--- src/rtl/bht_ctrl.sv ---
//------------------------------------------------------------------------------
// bht_ctrl : branch history table of 2-bit saturating counters with init sweep,
//            one lookup + one update per cycle. Optional gshare via BHT_GSHARE_EN.
// Revision : 1.0
//------------------------------------------------------------------------------
`default_nettype none

module bht_ctrl #(
  parameter int IDX_W = 7,
  parameter int PC_W  = 32
) (
  input  logic             clk,
  input  logic             rst_n,
  input  logic             flush,
  input  logic             lkp_valid,
  input  logic [PC_W-1:0]  lkp_pc,
  output logic             lkp_ready,
  output logic             pred_valid,
  output logic             pred_taken,
  output logic [IDX_W-1:0] pred_hist,
  input  logic             upd_valid,
  input  logic [PC_W-1:0]  upd_pc,
  input  logic             upd_taken,
  input  logic [IDX_W-1:0] upd_hist,
  output logic             upd_ready,
  output logic             busy
);

  localparam int         N        = 1 << IDX_W;
  localparam logic [0:0] ST_INIT  = 1'b0;
  localparam logic [0:0] ST_RUN   = 1'b1;
  localparam logic [1:0] CNT_SNT  = 2'b00;
  localparam logic [1:0] CNT_WNT  = 2'b01;
  localparam logic [1:0] CNT_ST   = 2'b11;

  logic [0:0]       state_q, state_d;
  logic [IDX_W-1:0] sweep_q, sweep_d;
  logic             pred_valid_q, pred_valid_d;
  logic             pred_taken_q, pred_taken_d;
  logic [IDX_W-1:0] pred_hist_q, pred_hist_d;
  logic [1:0]       tbl_q [N];

  logic             lkp_fire, upd_fire;
  logic [IDX_W-1:0] lkp_idx, upd_idx, hist_cur;
  logic [1:0]       upd_cur, upd_new, lkp_cnt;
  logic             wr_en;
  logic [IDX_W-1:0] wr_idx;
  logic [1:0]       wr_val;
  logic             unused_bits;

`ifdef BHT_GSHARE_EN
  logic [IDX_W-1:0] ghr_q, ghr_d;

  assign hist_cur    = ghr_q;
  assign lkp_idx     = lkp_pc[IDX_W+1:2] ^ ghr_q;
  assign upd_idx     = upd_pc[IDX_W+1:2] ^ upd_hist;
  assign unused_bits = ^{lkp_pc[PC_W-1:IDX_W+2], lkp_pc[1:0],
                         upd_pc[PC_W-1:IDX_W+2], upd_pc[1:0]};

  always_comb begin
    ghr_d = ghr_q;
    if (flush) begin
      ghr_d = '0;
    end else if (upd_fire) begin
      ghr_d = {ghr_q[IDX_W-2:0], upd_taken};
    end
  end

  always_ff @(posedge clk or negedge rst_n) begin
    if (!rst_n) begin
      ghr_q <= '0;
    end else begin
      ghr_q <= ghr_d;
    end
  end
`else
  assign hist_cur    = '0;
  assign lkp_idx     = lkp_pc[IDX_W+1:2];
  assign upd_idx     = upd_pc[IDX_W+1:2];
  assign unused_bits = ^{lkp_pc[PC_W-1:IDX_W+2], lkp_pc[1:0],
                         upd_pc[PC_W-1:IDX_W+2], upd_pc[1:0], upd_hist};
`endif

  // State register
  always_ff @(posedge clk or negedge rst_n) begin
    if (!rst_n) begin
      state_q <= ST_INIT;
      sweep_q <= '0;
    end else begin
      state_q <= state_d;
      sweep_q <= sweep_d;
    end
  end

  // Next-state logic
  always_comb begin
    state_d = state_q;
    sweep_d = sweep_q;
    case (state_q)
      ST_INIT: begin
        if (flush) begin
          sweep_d = '0;
        end else if (sweep_q == IDX_W'(N - 1)) begin
          state_d = ST_RUN;
          sweep_d = '0;
        end else begin
          sweep_d = sweep_q + IDX_W'(1);
        end
      end
      ST_RUN: begin
        if (flush) begin
          state_d = ST_INIT;
          sweep_d = '0;
        end
      end
      default: begin
        state_d = ST_INIT;
        sweep_d = '0;
      end
    endcase
  end

  // Output logic; flush withdraws acceptance in the same cycle
  always_comb begin
    busy      = 1'b1;
    lkp_ready = 1'b0;
    upd_ready = 1'b0;
    if (state_q == ST_RUN) begin
      busy      = 1'b0;
      lkp_ready = !flush;
      upd_ready = !flush;
    end
  end

  assign lkp_fire = lkp_valid && lkp_ready;
  assign upd_fire = upd_valid && upd_ready;

  always_comb begin
    upd_cur = tbl_q[upd_idx];
    upd_new = upd_cur;
    if (upd_taken) begin
      if (upd_cur != CNT_ST) upd_new = upd_cur + 2'd1;
    end else begin
      if (upd_cur != CNT_SNT) upd_new = upd_cur - 2'd1;
    end
  end

  // Same-edge update to the looked-up entry is forwarded to the prediction
  always_comb begin
    lkp_cnt = tbl_q[lkp_idx];
    if (upd_fire && (upd_idx == lkp_idx)) lkp_cnt = upd_new;
    pred_valid_d = lkp_fire;
    pred_taken_d = lkp_fire && lkp_cnt[1];
    pred_hist_d  = lkp_fire ? hist_cur : '0;
  end

  always_ff @(posedge clk or negedge rst_n) begin
    if (!rst_n) begin
      pred_valid_q <= 1'b0;
      pred_taken_q <= 1'b0;
      pred_hist_q  <= '0;
    end else begin
      pred_valid_q <= pred_valid_d;
      pred_taken_q <= pred_taken_d;
      pred_hist_q  <= pred_hist_d;
    end
  end

  assign pred_valid = pred_valid_q;
  assign pred_taken = pred_taken_q;
  assign pred_hist  = pred_hist_q;

  always_comb begin
    wr_en  = 1'b0;
    wr_idx = upd_idx;
    wr_val = upd_new;
    if ((state_q == ST_INIT) && !flush) begin
      wr_en  = 1'b1;
      wr_idx = sweep_q;
      wr_val = CNT_WNT;
    end else if (upd_fire) begin
      wr_en = 1'b1;
    end
  end

  // Table contents are left unreset; the sweep defines them before use
  always_ff @(posedge clk) begin
    if (wr_en) tbl_q[wr_idx] <= wr_val;
  end

endmodule

`default_nettype wire

--- config.mk ---
export PLATFORM = sky130hd
export DESIGN_NAME = bht_ctrl
export DESIGN_NICKNAME = d
export VERILOG_FILES = /design/src/rtl/bht_ctrl.sv
export SDC_FILE = /design/constraint.sdc
export NUM_CORES = 1
export LEC_CHECK = 0
export CELL_PAD_IN_SITES_DETAIL_PLACEMENT = 0
export CELL_PAD_IN_SITES_GLOBAL_PLACEMENT = 1
export CORE_ASPECT_RATIO = 0.7
export CORE_MARGIN = 10
export CORE_UTILIZATION = 40
export CTS_BUF_LIST = sky130_fd_sc_hd__clkbuf_4
export CTS_CLUSTER_DIAMETER = 100
export CTS_CLUSTER_SIZE = 14
export DETAILED_ROUTE_END_ITERATION = 10
export PLACE_DENSITY_LB_ADDON = 0.1
export SYNTH_ARGS = -nofsm -noshare
export SYNTH_HDL_FRONTEND = slang
export SYNTH_SLANG_ARGS = --single-unit
export TNS_END_PERCENT = 20
--- constraint.sdc ---
create_clock -name clk -period 7.1 [get_ports clk]
set_input_delay 0.71 -clock clk [delete_from_list [all_inputs] [get_ports clk]]
set_output_delay 0.71 -clock clk [all_outputs]
set_load 0.005 [all_outputs]
# Yosys cells after proc, flatten, opt, wreduce, memory -nomap -nowiden
# Memory sizes are Yosys's and may differ from the RTL's.
# Cells that the tools add are included.
# W data, S select, Z words.
dict set report word_totals {
  reg_bits 10
  latchBits 0
  mem_bits_rw 256
  rom_bits 0
  input_bits 77
  out_inout_bits 12
  word_cells 40
  mem_count 1
}
# name words width rd rd_ports_with_merged_regs write_ports line_no
set memory_table {}
lappend memory_table {tbl_q 128 2 2 0 1 41} ;# logic [1:0] tbl_q [N];
dict set report classes {
  add_sub_neg 3
  mul 0
  div_mod_pow 0
  order_cmp 0
  n_eq_ne 4
  n_shift 0
  n_mux 20
  bitwise_logic 1
  n_reduce_logical 7
}
# op n
set op_table {}
lappend op_table {{$mux W7} 4}
lappend op_table {{$pmux W7 S2} 1}
lappend op_table {{$mux W2} 5}
lappend op_table {{$mux W1} 9}
lappend op_table {{$add A7 B1 Y7 const B} 1}
lappend op_table {{$eq A7 B7 Y1} 1}
lappend op_table {{$eq A7 B7 Y1 const B} 1}
lappend op_table {{$logic_and A1 B1 Y1} 5}
lappend op_table {{$ne A2 B2 Y1 const B} 2}
lappend op_table {{$add A2 B1 Y2 const B} 1}
lappend op_table {{$pmux W1 S2} 1}
lappend op_table {{$reduce_bool A2 Y1} 1}
lappend op_table {{$sub A2 B1 Y2 const B} 1}
lappend op_table {{$logic_not A1 Y1} 1}
lappend op_table {{$not A1 Y1} 1}

# Depth between registers and ports, before layout
dict set report logic_depth {
  depth_word 7
  mapped_depth 9
  ltp_nobuf 7
}

# Least setup slack after synthesis
# No wires, ideal clock.
dict set report synth_path {
  path_kind {input-to-reg}
  start {in upd_pc[2]}
  end {mem tbl_q[0][0] (data pin)}
  setup_ns 0.831
  arrival_time_ns 6.045
  required_time_ns 6.269
  slack_ns 0.224
  stages 9
  path_buffers 3
  path_cell_list {buf_2 -> buf_6 -> buf_6 -> mux4_2 -> mux4_2 -> mux4_2 -> mux2i_1 -> a21oi_1 -> o21ai_1}
}
dict set report synth_between {
  elab_chain_len 5
  elab_cells_between_ends 9
  classes_between {add/sub: 2; eq/ne: 1; mux: 4; reduce/logical: 1; memory: 1}
}
# element line_no
set synth_rtl {}
lappend synth_rtl {{start: declaration} 22} ;# input logic [PC_W-1:0] upd_pc,
lappend synth_rtl {{$mem_v2 Z128 W2 (*)} n/a}
lappend synth_rtl {{$sub A2 B1 Y2, or another cell as far along} 144} ;# if (upd_cur != CNT_SNT) upd_new = upd_cur - 2'd1;
lappend synth_rtl {{$mux W2 (on tied branches)} {144, 142}}
lappend synth_rtl {{$mux W2 (*)} 141} ;# if (upd_taken) begin
lappend synth_rtl {{$mux W2 (*)} 177} ;# if ((state_q == ST_INIT) && !flush) begin
lappend synth_rtl {{named net wr_val[0]} 48} ;# logic [1:0] wr_val;
lappend synth_rtl {{end: declaration} 41}
# The timed path passes the listed nets; every way through them passes the cells marked *.

# Worst setup path after layout
dict set report layout_path {
  start {in upd_pc[2]}
  end {mem tbl_q[54][0] (data pin)}
}
# Same word-level chain as after synthesis.

==> reports/results.md <==
### Worst setup path
- 7.63 ns — worst endpoint required time
- 42 — CP Max Fanout
- buf_4 > buf_4 > mux4_2 > mux4_2 > mux4_2 > mux2i_1 > a21oi_1 > o21ai_4 > buf_4 — CP Cell Sequence
- 5.05 ns — data arrival at the endpoint of the critical path
- 0.84 ns — Worst path max stage delay
- 3 — buffers and inverters on the worst path
- flop — Setup crit end kind
- primary input — Worst setup SP type
- multiplexers — gate family responsible for the most delay along the worst path
- in -> reg — class of the most critical setup path
- o21ai_4 — cell with the largest stage delay on the worst path

### Route
- 806 — violation count after the first detailed-routing iteration
- 33000 µm — total length of routed wires
- 0 — total DRC errors in the routed layout
- 6878 — number of vias after detailed routing
- 5 — first-pass detailed-route iteration total
- 5.93 — Via density
- 28.4 µm — average wire per standard cell
- 0 — remaining antenna violation count

### Run status
- completed — result of the run

### Synthesis
- 16.8 µm² — mean area per synthesized cell
- edfxtp_1 — most frequent cell after synthesis
- 266 — FF+latch count, synth
- 62.7% — portion of synthesized cell area occupied by the leading cell type
- 3.76% — async set-or-reset flop fraction in the synthesized netlist
- edfxtp_1 — most common flop cell mapped by yosys
- edfxtp_1 (256), nor2_1 (137), mux4_2 (116), nand2_1 (32), clkbuf_1 (29) — top cells by instance count after synthesis
- 256 — number of synthesized flops with an enable pin
- 64.8% — Seq/Total Area, Yosys
- edfxtp_1 (63%), mux4_2 (21%), nor2_1 (4.2%) — leading cell types by total area after synthesis
- edfxtp_1 — leading area contributor after synthesis
- 0.0123 mm² — Syn Std Cell Area
- 0 — Yosys Warn Count
- 41 — distinct cell type count of the synthesized netlist
- 728 — gate count of the mapped netlist

### Placement
- 1.76 ns — DP Worst Slack
- 20700 µm — Detail Placement HPWL
- 0.759 — final estimated routing congestion in global placement
- 24 — I/O Buffers
- 1127 — placed cells

### Worst hold path
- in -> async — type of the tightest min-delay check

### Clocking
- 0 — buffers inserted during post-CTS setup optimization
- 266 — TritonCTS Sinks
- 3 — maximum clock path buffer count
- 1 — CTS HTree Levels
- clkbuf_4 — root cell of the clock tree
- 0 — # resized after CTS
- done — CTS tree
- 0 — number of hold buffers added after CTS
- 0.73 ns — clock latency at the later pin of the worst-skew pair
- 22 — clock buffers created by TritonCTS
- 0.16 ns — clock input transition at the sequential cells of the worst setup and hold paths

### Timing
- 0 — final hold vios
- 63.7% — portion of the clock cycle consumed by the worst path in the final layout
- 0.0447 ns — Worst Skew
- 10.3% — worst slew margin relative to its limit
- 0 — total setup violations reported at the end of the flow
- 0 — count of final max-slew check failures
- 4.52 ns — shortest period the worst path allows
- 1.34 ns — Tightest Pin Transition
- false — unrepaired setup endpoints after global routing
- 0 ns — sum of negative setup slack
- 2.58 ns — worst-case setup margin in the final layout
- 221 MHz — achievable clock frequency

### GRT
- 0 — remaining global-route overflow
- 17.2% — global-route usage over all layers
- 81 — largest net degree at the start of global routing
- 1 — initial antenna violation count
- 48900 µm — wire length of the first global-routing pass
- 7171 — via count of the first global-routing pass

### Floorplan
- 166 µm — Chip Height
- 53 — Placement Rows
- 229 µm — Horiz. Die Dim
- 89 — I/O pin cnt
- 40.7% — initial cell density of the core
- 0.0301 mm² — core region area
- 0.0382 mm² — DIE AREA

### Power
- 211 mW/mm² — power density of the placed cells
- 0.119 mV — Max VDD drop
- 3.90 nW — static leakage

### Layout
- 1159 — non-filler instance count after layout
- 43.6% — core occupancy in the finished layout
- 7.17% — Layout Area Growth over Synthesis
- 2726 — fill count
- 817 — # nets final
- 22.8% — share of layout cells above drive strength 1

### Flow run
- 0 — max-cap check violation count

==> routing by layer <==
layer  track usage [%]  vias to the layer above  part of all wire [%]
met5                 0                        -                     0
met4              3.59                        0                   1.9
met3              4.87                       39                   8.0
met2              26.5                      265                    47
met1              23.8                     3669                    44
li1                  -                     2905                     -
==> registers in the layout, indices dropped and copies added (netlist names) <==
signal,cells
tbl_q,256
sweep_q,7
pred_taken,1
pred_valid,1
state_q,1
==> cells by family after synthesis <==
family / after synthesis / share of synthesized area, %
compound gates: 51 / 2.73
xor+xnor: 10 / 0.715
fa+ha+maj: 1 / 0.102
buf+inv: 60 / 2.28
flops: 266 / 64.8
mux: 122 / 21.8
other cells: 1 / 0.0306
simple gates: 217 / 7.56
==> where the power goes <==
group          total, mW  internal (mW)  leakage, nW  switching, mW
sequential          1.77           1.76         2.44        0.00450
clock              0.699          0.222        0.148          0.477
combinational      0.302          0.105         1.31          0.196
total               2.77           2.09         3.90          0.677
==> final timing paths <==
kind / from / end / slack [ns] / cells past startpoint
worst min register to register: sweep_q[0]$_DFFE_PN0N_ / sweep_q[0]$_DFFE_PN0N_ / 0.67 / 1
worst min-delay path: rst_n / state_q$_DFF_PN0_ / 0.33 / 1
worst max-delay path: upd_pc[2] / tbl_q[54][0]$_DFFE_PP_ / 2.58 / 9
worst max register to register: tbl_q[120][0]$_DFFE_PP_ / tbl_q[54][0]$_DFFE_PP_ / 3.35 / 7
max in group asynchronous: rst_n / pred_taken$_DFF_PN0_ / 6.42 / 1
min in group clk: lkp_valid / pred_valid$_DFF_PN0_ / 0.60 / 3
==> layout by cell type, fill, tap and decap left out, drive strengths merged, types with 4 or more instances in the layout <==
cell type,count
nor2b,6
nand3b,6
buf,16
inv,5
nand2,32
a21boi,5
mux4,116
or3,4
nand3,13
edfxtp,256
conb,7
nand2b,7
dfrtp,10
o21ai,13
a21oi,8
clkdlybuf4s50,20
xor2,8
nor2,137
clkbuf,29
a22oi,16
==> worst reg2reg max path: stages, from the launching register on <==
cell and delay, ns:
edfxtp_1 0.39, mux4_2 0.49, mux4_2 0.53, mux4_2 0.53, mux2i_1 0.20, a21oi_1 0.13
o21ai_4 0.84, buf_4 0.44
==> final cells by class <==
class / instances / area (µm²) / area share (%)
Antenna cell: 2 / 5.00 / 0.0381
Inverter: 5 / 18.8 / 0.143
Clock buffer: 29 / 218 / 1.66
Clock inverter: 1 / 30.0 / 0.229
Sequential cell: 266 / 7940 / 60.4
Multi-Input combinational cell: 408 / 4090 / 31.1
Timing Repair Buffer: 36 / 325 / 2.48
Tap cell: 412 / 515 / 3.92
==> metrics by stage <==
step,instance area [µm²],power [mW],hold slack (ns)
after floorplan,12300,2.00,0.414
after global placement,12900,2.10,0.633
after detailed placement,12900,2.11,0.647
after CTS,13100,2.80,0.292
after global routing,13100,2.89,0.303
final,13100,2.77,0.330
(Power assumes the default switching activity.)
